--- src/rtl/multi_wave_oscillator.sv ---
// multi_wave_oscillator: divided phase accumulator shaped into saw/square/triangle/ramp-down, with settings shadowed at wrap
// Ports: clk; nRst (async, active-high); enable; period[DIV_W]; oct_dwn[2]; wave_sel[2];
//   duty[OUT_W] (only with OSC_DUTY_EN); wave_out[OUT_W]; step_pulse; wrap_pulse.
// Define OSC_DUTY_EN to add the duty port and a variable-duty square wave.
module multi_wave_oscillator #(
  parameter int OUT_W = 8,
  parameter int DIV_W = 10,
  parameter int OCT_MAX = 3
) (
  input  logic             clk,
  input  logic             nRst,
  input  logic             enable,
  input  logic [DIV_W-1:0] period,
  input  logic [1:0]       oct_dwn,
  input  logic [1:0]       wave_sel,
`ifdef OSC_DUTY_EN
  input  logic [OUT_W-1:0] duty,
`endif
  output logic [OUT_W-1:0] wave_out,
  output logic             step_pulse,
  output logic             wrap_pulse
);
  localparam int CW = DIV_W + OCT_MAX;
  logic [CW-1:0] cnt, p_eff;
  logic [OUT_W-1:0] phase, shaped, tri_v, tri_t, sq;
  logic [DIV_W-1:0] sp, sp_e;
  logic [1:0] so, so_e, sw;
  logic en_q, stp, wrp, last, wrap_now, load0;
`ifdef OSC_DUTY_EN
  logic [OUT_W-1:0] sd;
`endif
  // At the start of a cycle (or while idle) the shadows are being reloaded anyway,
  // so the divider uses the incoming settings right away to keep restarts exact.
  always_comb begin
    load0 = !enable || (phase == '0 && cnt == '0);
    sp_e = load0 ? period : sp;
    so_e = load0 ? oct_dwn : so;
    p_eff = {{OCT_MAX{1'b0}}, (sp_e == '0) ? DIV_W'(1) : sp_e} << so_e;
    last = cnt == p_eff - CW'(1);
    wrap_now = enable && last && (&phase);
    tri_t = {phase[OUT_W-2:0], 1'b0};
    tri_v = phase[OUT_W-1] ? ~tri_t : tri_t;
`ifdef OSC_DUTY_EN
    sq = {OUT_W{phase < sd}};
`else
    sq = {OUT_W{~phase[OUT_W-1]}};
`endif
    shaped = (sw == 2'd0) ? phase : (sw == 2'd1) ? sq : (sw == 2'd2) ? tri_v : ~phase;
  end
  // stp/wrp delay the pulses one cycle so they line up with wave_out showing the new phase.
  always_ff @(posedge clk or posedge nRst) begin
    if (nRst) begin
      cnt <= '0;
      phase <= '0;
      sp <= '0;
      so <= '0;
      sw <= '0;
`ifdef OSC_DUTY_EN
      sd <= '0;
`endif
      en_q <= 1'b0;
      stp <= 1'b0;
      wrp <= 1'b0;
      step_pulse <= 1'b0;
      wrap_pulse <= 1'b0;
      wave_out <= '0;
    end else begin
      if (load0 || wrap_now) begin
        sp <= period;
        so <= oct_dwn;
        sw <= wave_sel;
`ifdef OSC_DUTY_EN
        sd <= duty;
`endif
      end
      en_q <= enable;
      cnt <= (!enable || last) ? '0 : cnt + CW'(1);
      phase <= !enable ? '0 : last ? phase + OUT_W'(1) : phase;
      stp <= enable && last;
      wrp <= wrap_now;
      step_pulse <= enable && stp;
      wrap_pulse <= enable && wrp;
      wave_out <= en_q ? shaped : '0;
    end
  end
endmodule

--- config.mk ---
export PLATFORM = sky130hd
export DESIGN_NAME = multi_wave_oscillator
export DESIGN_NICKNAME = d
export VERILOG_FILES = /design/src/rtl/multi_wave_oscillator.sv
export SDC_FILE = /design/constraint.sdc
export NUM_CORES = 1
export LEC_CHECK = 0
export ABC_AREA = 0
export CAP_MARGIN = 25
export CORE_ASPECT_RATIO = 1.5
export CORE_UTILIZATION = 45
export CTS_BUF_LIST = sky130_fd_sc_hd__clkbuf_16
export DETAILED_ROUTE_END_ITERATION = 6
export HOLD_SLACK_MARGIN = 0.1
export SETUP_SLACK_MARGIN = 0.2
export SYNTH_ARGS = -nofsm -noshare
export SYNTH_HDL_FRONTEND = slang
export SYNTH_SLANG_ARGS = --single-unit
export TNS_END_PERCENT = 5
--- constraint.sdc ---
create_clock -name clk -period 11.6 [get_ports clk]
set_input_delay 2.32 -clock clk [delete_from_list [all_inputs] [get_ports clk]]
set_output_delay 2.32 -clock clk [all_outputs]
set_load 0.1 [all_outputs]
==> results of run 1 <==
Yosys cell counts, types with 11 or more instances:
cell type / count
dfrtp_1: 48
nand2_1: 48
nor2_1: 35
mux2i_1: 29
mux2_2: 28
o21ai_0: 21
xnor2_1: 19
xor2_1: 19
a21oi_1: 18
nand3_1: 17
clkbuf_1: 16
inv_1: 14
buf_2: 11
per-stage QoR:
stage               instances  hold WS (ns)  instance area (um2)  setup WS, ns  util [%]
floorplan                 473         0.434                 4080          5.50         -
global placement          581         0.444                 4360          4.41      49.3
detailed placement        582         0.441                 4380          4.26      49.6
CTS                       590         0.458                 4540          4.54      51.5
global route              590         0.469                 4540          4.17      51.5
finish                    590         0.457                 4540          4.56      51.5
layout by cell type (no fill, tap or decap), drive strengths merged, types with 4 or more instances in the layout:
cell type / n
o221ai: 7
buf: 5
a311oi: 6
and2: 10
ha: 7
and3: 10
or2: 4
nand3: 17
clkdlybuf4s50: 26
a21oi: 18
dfrtp: 48
o21a: 4
nor3: 10
xor2: 19
nor2: 35
o211ai: 4
mux2: 28
xnor2: 19
clkbuf: 5
nand2: 48
nand2b: 6
mux2i: 29
or4: 4
o21ai: 22
o31ai: 5
nor4: 7
a31oi: 6
a211oi: 5
inv: 14
state kept, by name, indices dropped and copies added (netlist names):
register    count
sw              2
sp             10
stp             1
so              2
wrap_pulse      1
phase           8
wave_out        8
step_pulse      1
wrp             1
en_q            1
cnt            13
layer usage:
layer	vias up	GRT usage (%)
li1	1738	-
met4	0	9.71
met2	115	41.9
met5	-	0
met1	1720	28.6
met3	29	3.55
worst paths after layout:
check	start	to	slack, ns	depth (start not counted)
max	enable	sp[1]	4.56	14
min	stp	step_pulse	0.46	1
max reg2reg	phase[0]	sp[1]	5.92	17
min reg2reg	stp	step_pulse	0.46	1
max in group asynchronous	nRst	sw[0]	8.69	3
min in group asynchronous	nRst	cnt[0]	2.39	2
cell type report:
| class | count | area (um2) | share of cell area [%] |
|---|---|---|---|
| clock inverters | 3 | 42.5 | 0.936 |
| well taps | 110 | 138 | 3.03 |
| clock buffers | 5 | 125 | 2.75 |
| multi-input cells | 378 | 2670 | 58.8 |
| flip-flops and latches | 48 | 1200 | 26.4 |
| repair buffers | 31 | 310 | 6.83 |
| inverters | 15 | 56.3 | 1.24 |
cell families after synthesis:
kind of cell / after synthesis
and+or+nand+nor: 177
AOI/OAI and AO/OA: 98
muxes: 57
DFF: 48
buffers and inverters: 47
xor gates and xnor gates: 39
adders and majority gates: 7
worst register-to-register path: stages, from the launching register on:
cell and delay, ns:
dfrtp_1 0.47, inv_1 0.16, ha_1 0.20, and4bb_2 0.22, nand3_1 0.25, o21ai_4 0.90
mux2i_1 0.36, ha_1 0.30, o2111a_1 0.22, o21ai_0 0.08, mux2_2 0.33, or2_1 0.25
xnor2_1 0.13, o211ai_1 0.48, nor3_1 0.14, a21oi_1 0.42, buf_4 0.29, mux2_2 0.36
power by group:
part	switching, mW	internal [mW]
logic	0.104	0.0715
clock network	0.0666	0.101
registers	0.0168	0.176
==> flow_summary.toml, run 1 <==
[global_routing]
grt_start_max_net_pins = 37
antenna_found_initial = 0
grt_pass1_wl_um = 17500
grt_pass1_vias = 3448
overflow = 0
track_usage_pct = 24.0

[floorplanning]
top_level_ports = 27
die_h_um = 119
dieArea_um2 = 9470
core_um2 = 8830
die_w_um = 79.8
start_util_pct = 46.3
rows = 42

[cts]
clk_pin_slew_ns = 0.07
cts-htree-levels = 2
cts_root_buf = "clkbuf_16"
ctsResizeCount = 0
ctsHoldBuffers = 0
cts.sink_count = 48
post_cts_buffers = 0
insertion_delay_ns = 0.30
numCtsBuffers = 5
cts_tree = "done"
cts_buffer_depth = 2

[logic_synthesis]
async_reset_ff_share_pct = 100
seq_area_frac_synth_pct = 29.4
synth.distinct_cells = 66
synth_fa_ha_area_share_pct = 2.14
synthMuxAreaShare_pct = 14.8
synth_top_family_by_area = "simple AND/OR/NAND/NOR gates"
yosys_warnings = 0
synth_flop_cell = "dfrtp_1"
synth_xor_area_share_pct = 8.73
synth_compound_area_share_pct = 16.6
synth.area.top_cells = "dfrtp_1 (29%), mux2_2 (7.7%), mux2i_1 (7.1%), nand2_1 (4.4%), xnor2_1 (4.1%)"
synth-edff-count = 0
synth-simple-area-share_pct = 23.0
syn_inst = 473
synth_nets = 497
yosys.area.top_type = "dfrtp_1"
syn-cell-area_um2 = 4080
synth_top_area_share_pct = 29.4
ys_seq_elements = 48
synth_area_per_cell_um2 = 8.63

[sta]
finalHoldViolations = 0
slew_violations = 0
rsz0062_at_grt = "false"
fin_skew_ns = 0.00951
post-route-period-util_pct = 60.7
tightestPinTransition_ns = 1.05
finalSetupViolations = 0
period_minus_slack_ns = 7.04
tns_ns = 0
slew_headroom_pct = 29.5
max_freq_ghz = 0.142

[min_path]
hold_path_class = "flip-flop to flip-flop"

[cells_and_area]
nets = 503
fill_cells = 849
drive_gt1_share_pct = 10.4
area_delta_synth_final_pct = 11.2
num_antenna_cells = 0

[job]
cap_violations = 0

[place]
io_buffers = 26
dp_hpwl_um = 7950
globalplace.congestion = 0.901

[setup_path]
cp_num_buf_inv = 2
path_cells = "clkdlybuf4s50_1, o21ai_4, mux2i_1, ha_1, o2111a_1, o21ai_0, mux2_2, or2_1, xnor2_1, o211ai_1, nor3_1, a21oi_1, buf_4, mux2_2"
required_ns = 11.78
crit_path_frequent_cell = "mux2_2"
startpoint_type = "input port"
cp_slowest_cell = "clkdlybuf4s50_1"
crit_fanout = 35
critPathMaxStageDelay_ns = 1.04
crit_family = "compound AO/OA/AOI/OAI gates"
worstSetupPathType = "input port to flip-flop"
crit_arrival_ns = 7.22
cp-end-kind = "flip-flop"

[route]
first_pass_iters = 4
vias_per_cell = 6.11
num_vias = 3602
met3_length_um = 398
drtAntennaViolNets = 0
route.met2.wl_um = 5640
first_iter_violations = 194
dr.max_layer_used = "met4"
drc_errors = 0
wl_um = 10700
wl_met1_um = 4280
routedWlPerCell_um = 18.1

[pwr]
power.density_nw_per_um2 = 118
p_leak_nw = 1.86
power.total_uw = 537
peakVddDrop_uv = 87.5

[status]
status = "complete, no violations"
No activity file was read; power rests on OpenSTA's default activity.
==> run 2, diff against run 1 <==
==> constraint.sdc (replaced) <==
create_clock -name clk -period 6.8 [get_ports clk]
set_input_delay 1.36 -clock clk [delete_from_list [all_inputs] [get_ports clk]]
set_output_delay 1.36 -clock clk [all_outputs]
set_load 0.1 [all_outputs]
==> run 2 against run 1 <==
  * Worst setup slack got worse by 3.3 ns
  * Non-clock buffer count is 3 higher
  * Clock skew about the same
  * Register-to-register slack lost 3.9 ns
  * Critical path depth is 1 lower
  * Via count rose by 0.89%
  * Flip-flop and latch count stayed put
  * Die area is the same
  * Power up 64%
  * Utilization fell by 0.057 points
  * Critical path type unchanged
==> flow_summary.toml, run 2 (synthesized netlist as in run 1, its figures left out) <==
[sta]
slew_headroom_pct = 33.2
layout_setup_ws_ns = 1.29
finalSetupViolations = 0
holdWs_ns = 0.454
fin_skew_ns = 0.00909
tightestPinTransition_ns = 0.998
max_freq_ghz = 0.181
finalHoldViolations = 0
slew_violations = 0
tns_ns = 0
post-route-period-util_pct = 81.1
rsz0062_at_grt = "false"
period_minus_slack_ns = 5.51

[place]
place_area_um2 = 4400
pre_cts_slack_ns = 1.02
globalplace.congestion = 0.938
io_buffers = 26
dp_hpwl_um = 7980

[cts]
ctsHoldBuffers = 0
ctsResizeCount = 0
insertion_delay_ns = 0.29
cts.sink_count = 48
cts_buffer_depth = 2
clk_pin_slew_ns = 0.06
cts-htree-levels = 2
post_cts_buffers = 0
cts_root_buf = "clkbuf_16"
numCtsBuffers = 5
cts_tree = "done"

[pwr]
power.density_nw_per_um2 = 194
power_frac_clock_pct = 28.1
peakVddDrop_uv = 96.1
seqPwrFrac_pct = 37.6
switchingPower_uw = 322
power_frac_comb_pct = 34.3
power.total_uw = 881
intPower_uw = 559
p_leak_nw = 1.87
sw_frac_of_total_pct = 36.6

[cells_and_area]
largestRegisters = "cnt x13, sp x10"
design_area_um2 = 4540
largest_register = "cnt"
area_delta_synth_final_pct = 11.1
largest_register_ffs = 13
num_antenna_cells = 0
fill_cells = 855
layout_common_cells = "nand2_1 (48), dfrtp_1 (48), nor2_1 (35)"
nets = 506
drive_gt1_share_pct = 10.8

[route]
drtAntennaViolNets = 0
first_iter_violations = 193
wl_um = 10800
vias_per_cell = 6.13
num_vias = 3634
first_pass_iters = 4
routedWlPerCell_um = 18.1
drc_errors = 0

[min_path]
hold_path_class = "flip-flop to flip-flop"

[global_routing]
grt_pass1_wl_um = 17900
track_usage_pct = 24.5
antenna_found_initial = 0
grt_pass1_vias = 3544
grt_start_max_net_pins = 37
overflow = 0

[floorplanning]
die_h_um = 119
rows = 42
top_level_ports = 27
start_util_pct = 46.3
core_um2 = 8830
dieArea_um2 = 9470
die_w_um = 79.8

[setup_path]
crit_arrival_ns = 5.73
worstSetupPathType = "input port to flip-flop"
required_ns = 7.02
cp-end-kind = "flip-flop"
crit_fanout = 26
startpoint_type = "input port"

[status]
status = "complete, no violations"

[job]
cap_violations = 0
-- run 2: layout make-up --
type | instances | area [um2] | area share (%)
multi-input combinational | 378 | 2670 | 58.8
sequential | 48 | 1200 | 26.5
timing repair buffer | 34 | 333 | 7.33
tap | 110 | 138 | 3.03
clock buffer | 5 | 125 | 2.76
inverter | 15 | 56.3 | 1.24
clock inverter | 3 | 15.0 | 0.331
-- run 2: path summary, 6_finish.rpt --
check / from / to / slack, ns / cells after the start
worst max-delay path: oct_dwn[1] / phase[7] / 1.29 / 13
worst min-delay path: wrp / wrap_pulse / 0.45 / 1
worst max register to register: phase[0] / phase[7] / 1.99 / 16
worst min register to register: wrp / wrap_pulse / 0.45 / 1
max in group asynchronous: nRst / sp[7] / 4.86 / 3
min in group asynchronous: nRst / wave_out[0] / 1.42 / 2
-- run 2: per-layer routing --
layer	up-vias	track usage [%]	part of all wire (%)
met5	-	0	0
met4	0	14.0	5.7
met3	33	3.09	2.9
met2	94	41.9	52
met1	1772	28.8	40
li1	1735	-	-
-- run 2: worst max-delay path, stage by stage --
cell	delay, ns
clkdlybuf4s50_1	1.13
nor3_1	0.11
mux2i_1	0.28
ha_1	0.30
o2111a_1	0.20
o21ai_0	0.07
mux2_2	0.32
or2_1	0.25
o21a_1	0.13
or3b_1	0.35
or4_4	0.58
or4_1	0.49
a21oi_1	0.14
-- run 2: per-stage QoR --
| step | utilization, % | cells |
|---|---|---|
| finish | 51.4 | 593 |
| global route | 51.4 | 593 |
| CTS | 51.4 | 593 |
| detailed placement | 49.8 | 585 |
| global placement | 49.6 | 584 |
| floorplan | - | 473 |
-- run 2: power by group through the flow --
| stage | combinational (mW) | clock (mW) | sequential, mW |
|---|---|---|---|
| after detailed placement | 0.300 | 0 | 0.336 |
| after global placement | 0.295 | 0 | 0.335 |
| final | 0.302 | 0.247 | 0.331 |
| after global routing | 0.328 | 0.266 | 0.334 |
| after CTS | 0.301 | 0.254 | 0.330 |
| after floorplan | 0.208 | 0 | 0.350 |
==> run 3, diff against run 2 <==
--- a/config.mk
+++ b/config.mk
@@ -12,6 +12,7 @@
 export CTS_BUF_LIST = sky130_fd_sc_hd__clkbuf_16
 export DETAILED_ROUTE_END_ITERATION = 6
 export HOLD_SLACK_MARGIN = 0.1
+export PLACE_DENSITY = 0.66
 export SETUP_SLACK_MARGIN = 0.2
 export SYNTH_ARGS = -nofsm -noshare
 export SYNTH_HDL_FRONTEND = slang
==> constraint.sdc (replaced) <==
create_clock -name clk -period 4.9 [get_ports clk]
set_input_delay 0.98 -clock clk [delete_from_list [all_inputs] [get_ports clk]]
set_output_delay 0.98 -clock clk [all_outputs]
set_load 0.1 [all_outputs]
==> run 3 against run 2 <==
  * First-iteration DRC count rose by 19%
  * Power rose by 49%
  * Final area rose by 7.3%
  * Clock skew fell by 0.0025 ns
  * Critical path depth rose by 2
  * Worst setup slack got worse by 0.93 ns
  * Routed wire length rose by 0.40%
  * Global-route usage fell by 0.51 points
==> flow_summary.toml, run 3 (synthesized netlist as in run 1, its figures left out) <==
[sta]
tns_ns = 0
rsz0062_at_grt = "true"
slew_headroom_pct = 35.5
post-route-period-util_pct = 92.7
tightestPinTransition_ns = 0.965
slew_violations = 0
fin_skew_ns = 0.00662
period_minus_slack_ns = 4.54
layout_setup_ws_ns = 0.357
max_freq_ghz = 0.220
holdWs_ns = 0.456
finalHoldViolations = 0
finalSetupViolations = 0

[global_routing]
overflow = 0
track_usage_pct = 24.0
grt_pass1_wl_um = 17800
grt_pass1_vias = 3668
antenna_found_initial = 0
grt_start_max_net_pins = 37

[setup_path]
cp-end-kind = "flip-flop"
crit_arrival_ns = 4.76
startpoint_type = "input port"
rrSetupSlack_ns = 0.50
crit_fanout = 9
worstSetupPathType = "input port to flip-flop"
required_ns = 5.12

[route]
drtAntennaViolNets = 0
vias_per_cell = 6.03
first_pass_iters = 5
routedWlPerCell_um = 17.2
num_vias = 3789
wl_um = 10800
drc_errors = 0
first_iter_violations = 229

[status]
status = "complete, no violations"

[floorplanning]
dieArea_um2 = 9470
top_level_ports = 27
start_util_pct = 46.3
die_h_um = 119
rows = 42
core_um2 = 8830
die_w_um = 79.8

[cts]
cts.sink_count = 48
cts_root_buf = "clkbuf_16"
ctsHoldBuffers = 0
insertion_delay_ns = 0.30
numCtsBuffers = 5
cts_tree = "done"
cts-htree-levels = 2
clk_pin_slew_ns = 0.07
cts_buffer_depth = 2

[job]
cap_violations = 0

[pwr]
power.total_mw = 1.31
peakVddDrop_uv = 154
power_frac_clock_pct = 31.0
seqPwrFrac_pct = 34.6
switchingPower_uw = 458
p_leak_nw = 2.06
sw_frac_of_total_pct = 35.0
power_frac_comb_pct = 34.4
power.density_nw_per_um2 = 269
intPower_uw = 852

[cells_and_area]
final_core_util_pct = 55.1
area_delta_synth_final_pct = 19.2
drive_gt1_share_pct = 17.8
largest_register = "cnt"
num_antenna_cells = 0
nets = 541
largest_register_ffs = 13
largestRegisters = "cnt x13, sp x10"
layout_common_cells = "nand2_1 (48), dfrtp_1 (48), buf_4 (41)"

[place]
globalplace.congestion = 0.923
dp_hpwl_um = 8280
pre_cts_slack_ns = -0.00187
io_buffers = 26

[min_path]
hold_path_class = "flip-flop to flip-flop"
[run 3: final timing paths]
| path | from | to | cells past startpoint |
|---|---|---|---|
| max in group asynchronous | nRst | cnt[5] | 3 |
| min reg2reg | wrp | wrap_pulse | 1 |
| min in group asynchronous | nRst | so[1] | 2 |
| max reg2reg | cnt[8] | phase[3] | 14 |
| min | wrp | wrap_pulse | 1 |
| max | period[1] | phase[3] | 15 |
[run 3: area by class of cell]
type	count	area, um2
fill	798	3960
inverter	15	56.3
clock buffer	5	125
multi-input combinational	378	2700
clock inverter	3	42.5
tap	110	138
timing repair buffer	69	608
sequential	48	1200
[run 3: stage by stage]
stage,instances,instance area (um2)
after floorplan,473,4090
after global placement,618,4650
after detailed placement,619,4670
after CTS,627,4830
after global routing,628,4870
final,628,4870
[run 3: worst max-delay path: stages]
cell and delay [ns]:
clkdlybuf4s50_1 0.50, nor3_1 0.09, a31oi_2 0.24, nor3_1 0.07, mux2i_1 0.21, ha_1 0.20
o2111a_1 0.16, o21ai_0 0.08, mux2_2 0.32, or2_1 0.25, o21a_1 0.13, or3b_1 0.34
or4_4 0.55, or4_1 0.49, a21oi_1 0.15
[run 3: timing repair]
item / 4_1_cts / 5_1_grt
endpoints found under the hold margin: 0 / 0
buffers inserted: 0 / 1
endpoints found under the setup margin: 0 / 20
resized for setup: 0 / 5
[run 3: power groups by stage]
| stage | registers [mW] | clock network [mW] | logic (mW) |
|---|---|---|---|
| global route | 0.457 | 0.426 | 0.487 |
| detailed placement | 0.460 | 0 | 0.442 |
| finish | 0.454 | 0.406 | 0.450 |
| floorplan | 0.485 | 0 | 0.289 |
| CTS | 0.452 | 0.411 | 0.445 |
| global placement | 0.459 | 0 | 0.434 |
[run 3: per-layer routing]
metal,share of wire (%),track usage (%)
met3,2.8,3.09
met4,5.4,14.0
met5,0,0
met2,53,43.5
met1,39,25.7
